==> src/rtl/cbudn_mod_if.sv <==
// cbudn_mod_if: control, data and carry-chain signals of one counter stage
interface cbudn_mod_if #(
  parameter int WIDTH = 4
);
  logic             PS;
  logic             LD;
  logic [WIDTH-1:0] D;
  logic             EN;
  logic             CAI;
  logic             UP;
  logic [WIDTH-1:0] Q;
  logic             CAO;
  logic             WRAP;
  modport master (output PS, LD, D, EN, CAI, UP, input Q, CAO, WRAP);
  modport slave  (input PS, LD, D, EN, CAI, UP, output Q, CAO, WRAP);
endinterface

==> src/rtl/cbudn_mod.sv <==
// cbudn_mod: up/down modulus counter with preset, clamped load, wrap/saturate and carry chain
module cbudn_mod #(
  parameter int     WIDTH    = 4,
  parameter longint MODULUS  = 16,
  parameter bit     SATURATE = 1'b0
) (
  input logic         CLK,
  input logic         CDN,
  cbudn_mod_if.slave  bus
);
  // MODULUS-1 always fits in WIDTH bits, even when MODULUS is 2^WIDTH
  localparam logic [WIDTH-1:0] MAX_Q = WIDTH'(MODULUS - 1);
  logic [WIDTH-1:0] q_q, q_d, up_v, dn_v;
  logic             wrap_q, wrap_d, tc, cnt;
  always_comb begin
    tc     = bus.UP ? (q_q == MAX_Q) : (q_q == '0);
    cnt    = bus.CAI & bus.EN;
    up_v   = tc ? (SATURATE ? q_q : '0) : q_q + WIDTH'(1);
    dn_v   = tc ? (SATURATE ? q_q : MAX_Q) : q_q - WIDTH'(1);
    q_d    = bus.PS ? MAX_Q :
             bus.LD ? ((bus.D > MAX_Q) ? MAX_Q : bus.D) :
             cnt    ? (bus.UP ? up_v : dn_v) : q_q;
    wrap_d = ~bus.PS & ~bus.LD & cnt & tc;
  end
  always_ff @(posedge CLK or negedge CDN) begin
    if (!CDN) begin
      q_q    <= '0;
      wrap_q <= 1'b0;
    end else begin
      q_q    <= q_d;
      wrap_q <= wrap_d;
    end
  end
  assign bus.Q    = q_q;
  assign bus.CAO  = cnt & tc;
  assign bus.WRAP = wrap_q;
endmodule

==> src/flat_wrapper.sv <==
// flat-port wrapper written by rule: the top's interface ports become plain ports
module cbudn_mod_flat 
#(
  parameter int     WIDTH    = 4,
  parameter longint MODULUS  = 16,
  parameter bit     SATURATE = 1'b0
)
  (CLK, CDN, bus_PS, bus_LD, bus_D, bus_EN, bus_CAI, bus_UP, bus_Q, bus_CAO, bus_WRAP);
  cbudn_mod_if #(.WIDTH(WIDTH)) bus_i ();
  input logic CLK;
  input logic CDN;
  input wire logic [$bits(bus_i.PS)-1:0] bus_PS;
  input wire logic [$bits(bus_i.LD)-1:0] bus_LD;
  input wire logic [$bits(bus_i.D)-1:0] bus_D;
  input wire logic [$bits(bus_i.EN)-1:0] bus_EN;
  input wire logic [$bits(bus_i.CAI)-1:0] bus_CAI;
  input wire logic [$bits(bus_i.UP)-1:0] bus_UP;
  output wire logic [$bits(bus_i.Q)-1:0] bus_Q;
  output wire logic [$bits(bus_i.CAO)-1:0] bus_CAO;
  output wire logic [$bits(bus_i.WRAP)-1:0] bus_WRAP;
  assign bus_i.PS = bus_PS;
  assign bus_i.LD = bus_LD;
  assign bus_i.D = bus_D;
  assign bus_i.EN = bus_EN;
  assign bus_i.CAI = bus_CAI;
  assign bus_i.UP = bus_UP;
  assign bus_Q = bus_i.Q;
  assign bus_CAO = bus_i.CAO;
  assign bus_WRAP = bus_i.WRAP;
  cbudn_mod #(.WIDTH(WIDTH), .MODULUS(MODULUS), .SATURATE(SATURATE)) u_core (.CLK(CLK), .CDN(CDN), .bus(bus_i));
endmodule
==> config.mk <==
export PLATFORM = sky130hd
export DESIGN_NAME = cbudn_mod_flat
export DESIGN_NICKNAME = d
export VERILOG_FILES = /design/src/rtl/cbudn_mod_if.sv /design/src/rtl/cbudn_mod.sv /design/src/flat_wrapper.sv
export SDC_FILE = /design/constraint.sdc
export NUM_CORES = 1
export LEC_CHECK = 0
export ABC_CLOCK_PERIOD_IN_PS = 3000
export CORE_AREA = 2 2 39 41
export CTS_CLUSTER_SIZE = 14
export DETAILED_ROUTE_END_ITERATION = 8
export DIE_AREA = 0 0 41 43
export REMOVE_ABC_BUFFERS = 1
export SYNTH_ARGS = -nofsm -noshare
export SYNTH_HDL_FRONTEND = slang
export SYNTH_SLANG_ARGS = --single-unit
export TNS_END_PERCENT = 20
==> constraint.sdc <==
create_clock -name CLK -period 3 [get_ports CLK]
set_input_delay 0.45 -clock CLK [delete_from_list [all_inputs] [get_ports CLK]]
set_output_delay 0.45 -clock CLK [all_outputs]
set_load 0.1 [all_outputs]
# Word level (Yosys, flattened, before mapping)
# Index checks and enable logic that the tools add are counted.
# Widths: inputs -> output; s select.
[classes] add_sub_neg=2 n_lt_le_gt_ge=1 n_bitwise=7 n_reduce_logical=2 muxes=8 n_eq_ne=1
[op_table] op="$mux 4" n=7
[op_table] op="$and 1x1->1" n=5
[op_table] op="$add 4x1->4 const B" n=1
[op_table] op="$eq 4x4->1 const B" n=1
[op_table] op="$gt 4x4->1 const B" n=1
[op_table] op="$logic_not 4->1" n=1
[op_table] op="$sub 4x1->4 const B" n=1
[op_table] op="$reduce_bool 3->1" n=1
[op_table] op="$not 1->1" n=2
[op_table] op="$mux 1" n=1
[word_totals] in_bits=11 output_inout_bits=6 word_cells=23 ff_bits=5

# Logic depth before layout (Yosys ltp)
[depth] depth_word=7 mapped_depth=6 depth_no_buf=6

# Worst setup path before layout
# No wires, ideal clock.
[synth_timing] kind="register to output" start="reg u_core.q_q[0], in the netlist u_core.bus.Q[0]" end="out bus_CAO" path_stages_with_launch=7 t_required_ps=2550 setup_slack_ps=-492 arrival_ps=3042 path_buffers=0 path_cell_list="dfrtp_1 > inv_1 > ha_1 > or3b_4 > nor2_1 > a41oi_1 > nor2_1"
[synth_via] elab_chain_cells=3 elab_cells_between_ends=4 cone_classes="eq/ne (1); mux (1); bitwise (1); reduce/logical (1)"
[synth_lines] item="from (decl)" line_no="cbudn_mod.sv:13" source="logic [WIDTH-1:0] q_q, q_d, up_v, dn_v;"
[synth_lines] item="from (signal assigned)" line_no="cbudn_mod.sv:30" source="q_q <= q_d;"
[synth_lines] item="$eq 4x4->1 or $logic_not 4->1 (tied branches)" line_no="cbudn_mod.sv:16" source="tc = bus.UP ? (q_q == MAX_Q) : (q_q == '0);"
[synth_lines] item="$mux 1 (*)" line_no="cbudn_mod.sv:16"
[synth_lines] item="$and 1x1->1 (*)" line_no="cbudn_mod.sv:35" source="assign bus.CAO = cnt & tc;"
[synth_lines] item="to (decl)" line_no="flat_wrapper.sv:19" source="output wire logic [$bits(bus_i.CAO)-1:0] bus_CAO;"
# Every way passes the cells marked *; elsewhere a longest branch is shown, timed or not.

# Final worst setup path
[layout_timing] start="in bus_UP" end="out bus_CAO"
[layout_via] elab_chain_cells=2
[layout_lines] item="from (decl)" line_no="flat_wrapper.sv:17" source="input wire logic [$bits(bus_i.UP)-1:0] bus_UP;"
[layout_lines] item="$mux 1" line_no="cbudn_mod.sv:16"
[layout_lines] item="$and 1x1->1" line_no="cbudn_mod.sv:35"
# Every way passes these cells.

==> flow_metrics.env <==
export IMPL_outcome="complete, no violations"
export IMPL_pwr_share_comb_pct=38.0
export IMPL_final_setup_worst_slack_ps=529.3
export IMPL_hp_class="in2async"
export IMPL_worst_path_most_repeated_cell="nor2_1"
export IMPL_vias_per_cell=4.854
export IMPL_fin_cells=82
export IMPL_arrival_ps=2020
export IMPL_cp_required_ps=2550
export IMPL_synth_compound_area_share_pct=28.83
export IMPL_pre_cts_ws_ps=536.8
export IMPL_p_per_area_nw_per_um2=426.7
export IMPL_syn_area_per_cell_um2=8.503
export IMPL_cts_buffers=3
export IMPL_drtIter0Drc=6
export IMPL_async_reset_ff_share_pct=100.0
export IMPL_initial_core_util_pct=30.11
export IMPL_synthSimpleGateAreaFrac_pct=17.42
export IMPL_die_h_um=43
export IMPL_root_buffer="clkbuf_4"
export IMPL_fmax_ghz=0.4048
export IMPL_grt_pass1_vias=382
export IMPL_top_usage_layer="met2"
export IMPL_ys_warn_count=0
export IMPL_dieWidth_um=41
export IMPL_finClkSkew_ps=2.212
export IMPL_detailed_place_area_um2=574.3
export IMPL_p_int_uw=157.9
export IMPL_p_leak_nw=0.2502
export IMPL_antenna_found_initial=0
export IMPL_yosys_area_share_adder_pct=6.006
export IMPL_ctsResizeCount=0
export IMPL_hold_buffers=0
export IMPL_ys_ff_latch=5
export IMPL_fin_crit_ps=2471
export IMPL_insertion_delay_ps=240
export IMPL_dp_cells=78
export IMPL_worst_setup_path_start_kind="input pin"
export IMPL_r2r_end="u_core.bus.Q[0]$_DFFE_PN0P_"
export IMPL_cts_setup_buffers=0
export IMPL_h_tree_depth=1
export IMPL_worstPathCellList="clkdlybuf4s50_1 -> or3b_4 -> nor2_1 -> a41oi_1 -> nor2_1 -> buf_12"
export IMPL_grtUsageMet2_pct=18.13
export IMPL_post_dp_hpwl_um=708.8
export IMPL_final_common_cell="clkdlybuf4s50_1"
export IMPL_multi_input_area_um2=256.5
export IMPL_clkTransAtPathRegs_ps=40
export IMPL_core_um2=1384
export IMPL_n_antenna_cell=0
export IMPL_drive_gt1_share_pct=21.21
export IMPL_dr_pass1_iters=3
export IMPL_grt_pass1_wl_um=1518
export IMPL_ir_drop_mv=0.2481
export IMPL_fp_dieArea_um2=1763
export IMPL_port_buffers=16
export IMPL_final_area_um2=600.6
export IMPL_power_switching_uw=98.40
export IMPL_regToRegSetupSlack_ps=1310
export IMPL_synthDistinctLibCells=27
export IMPL_num_rows=14
export IMPL_syn2layout_area_growth_pct=44.14
export IMPL_seqCellArea_um2=125.1
export IMPL_setup_viol=0
export IMPL_power_total_uw=256.3
export IMPL_hold_viol_final=0
export IMPL_use_met3_pct=3.665
export IMPL_pin_count=17
export IMPL_r2r_start="u_core.bus.Q[0]$_DFFE_PN0P_"
export IMPL_synthCells=49
export IMPL_synthMuxAreaShare_pct=5.105
export IMPL_layout_common_cells="clkdlybuf4s50_1, nor2_1, a21oi_1, buf_4, dfrtp_1"
export IMPL_gp_congestion=0.7594
export IMPL_pwr_share_clk_pct=30.0
export IMPL_yosysSeqAreaShare_pct=30.03
export IMPL_fin_tns_setup_ps=0
export IMPL_critPathMaxStageDelay_ps=540
export IMPL_post_route_period_util_pct=82.36
export IMPL_grtUsageTotal_pct=12.55
export IMPL_synth_xor_xnor_area_share_pct=4.204
export IMPL_power_frac_seq_pct=32.0
export IMPL_grt_max_degree=11
export IMPL_slowest_stage="clkdlybuf4s50_1"
export IMPL_worst_r2r_cell_count=6
export IMPL_num_vias=398
export IMPL_synth_edff_count=0
export IMPL_grt_util_met1_pct=16.50
export IMPL_ant_nets=0
export IMPL_drv_cap=0
export IMPL_ys_flop_type="dfrtp_1"
export IMPL_cp_end_kind="primary output"
export IMPL_grt_ovfl_total=0
export IMPL_synth_area_um2=416.7
export IMPL_wl_per_cell_um=10.67
export IMPL_drc=0
export IMPL_swShare_pct=38.39
export IMPL_rsz0062_at_grt="no"
export IMPL_nNetsFinal=80
export IMPL_maxSlewViolCount=0
export IMPL_synth_top_family_by_area="compound AO/OA/AOI/OAI gates"
export IMPL_cp_max_fo=7
export IMPL_max_slew_margin_pct=77.72
export IMPL_routed_wl_um=875
export IMPL_cts_tree="built"
export IMPL_cts_buffer_depth=2
export IMPL_worstMarginPinSlew_ps=333.2
export IMPL_cts_num_sinks=5
export IMPL_path_class="in2out"
export IMPL_fill_cells=141
-- stage by stage --
stage                     hold WS [ps]  util (%)
after floorplan                  154.4         -
after global placement           679.6     41.50
after detailed placement         681.7     41.50
after CTS                        423.9     43.40
after global routing             425.3     43.40
final                            426.4     43.40
-- registers in the layout, indices dropped and copies added, names as in the netlist --
register	flops
u_core.bus.WRAP	1
u_core.bus.Q	4
-- power by group through the flow --
| stage | Sequential (mW) | Combinational, mW | Clock (mW) |
|---|---|---|---|
| 6_report | 0.0821 | 0.0974 | 0.0769 |
| 4_1_cts | 0.0820 | 0.0980 | 0.0803 |
| 3_5_place_dp | 0.0829 | 0.0977 | 0 |
| 5_1_grt | 0.0836 | 0.104 | 0.0871 |
| 2_1_floorplan | 0.113 | 0.0331 | 0 |
| 3_3_place_gp | 0.0830 | 0.0978 | 0 |
-- worst max-delay path, delay by kind of cell --
kind            cells  cell delay [ps]
compound gates      1               60
simple gates        3              760
buf+inv             2              740
-- worst max path at each step --
stage                    to  cells after the start                        start
global route        bus_CAO                      7  u_core.bus.Q[0]$_DFFE_PN0P_
floorplan           bus_CAO                      6  u_core.bus.Q[0]$_DFFE_PN0P_
CTS                 bus_CAO                      6                       bus_UP
finish              bus_CAO                      6                       bus_UP
detailed placement  bus_CAO                      6                       bus_UP
global placement    bus_CAO                      6                       bus_UP
-- Yosys cell counts, types with 2 or more instances --
| cell | instances | area, um^2 |
|---|---|---|
| a21oi_1 | 5 | 25.02 |
| dfrtp_1 | 5 | 125.1 |
| ha_1 | 2 | 25.02 |
| inv_1 | 4 | 15.01 |
| nand2_1 | 3 | 11.26 |
| nor2_1 | 6 | 22.52 |
| nor3_1 | 3 | 15.01 |
| o211ai_1 | 2 | 15.01 |
-- per-layer routing --
layer,vias to the layer above,wire length (um)
li1,214,-
met1,174,400
met2,10,432
met3,0,41
met4,0,0
met5,-,0
-- cells by family after synthesis --
| family | Yosys count |
|---|---|
| AO/OA/AOI/OAI | 16 |
| XOR/XNOR | 2 |
| AND/OR/NAND/NOR | 15 |
| multiplexers | 2 |
| adder cells (fa/ha/maj) | 2 |
| buffers and inverters | 7 |
| flip-flops | 5 |
-- final cells by class --
class | count | area share [%]
Inverter | 4 | 2.500
Clock buffer | 4 | 4.375
Tap cell | 16 | 3.333
Multi-Input combinational cell | 37 | 42.71
Timing Repair Buffer | 16 | 26.25
Sequential cell | 5 | 20.83
Note: power is estimated with default switching activity, not from simulation.
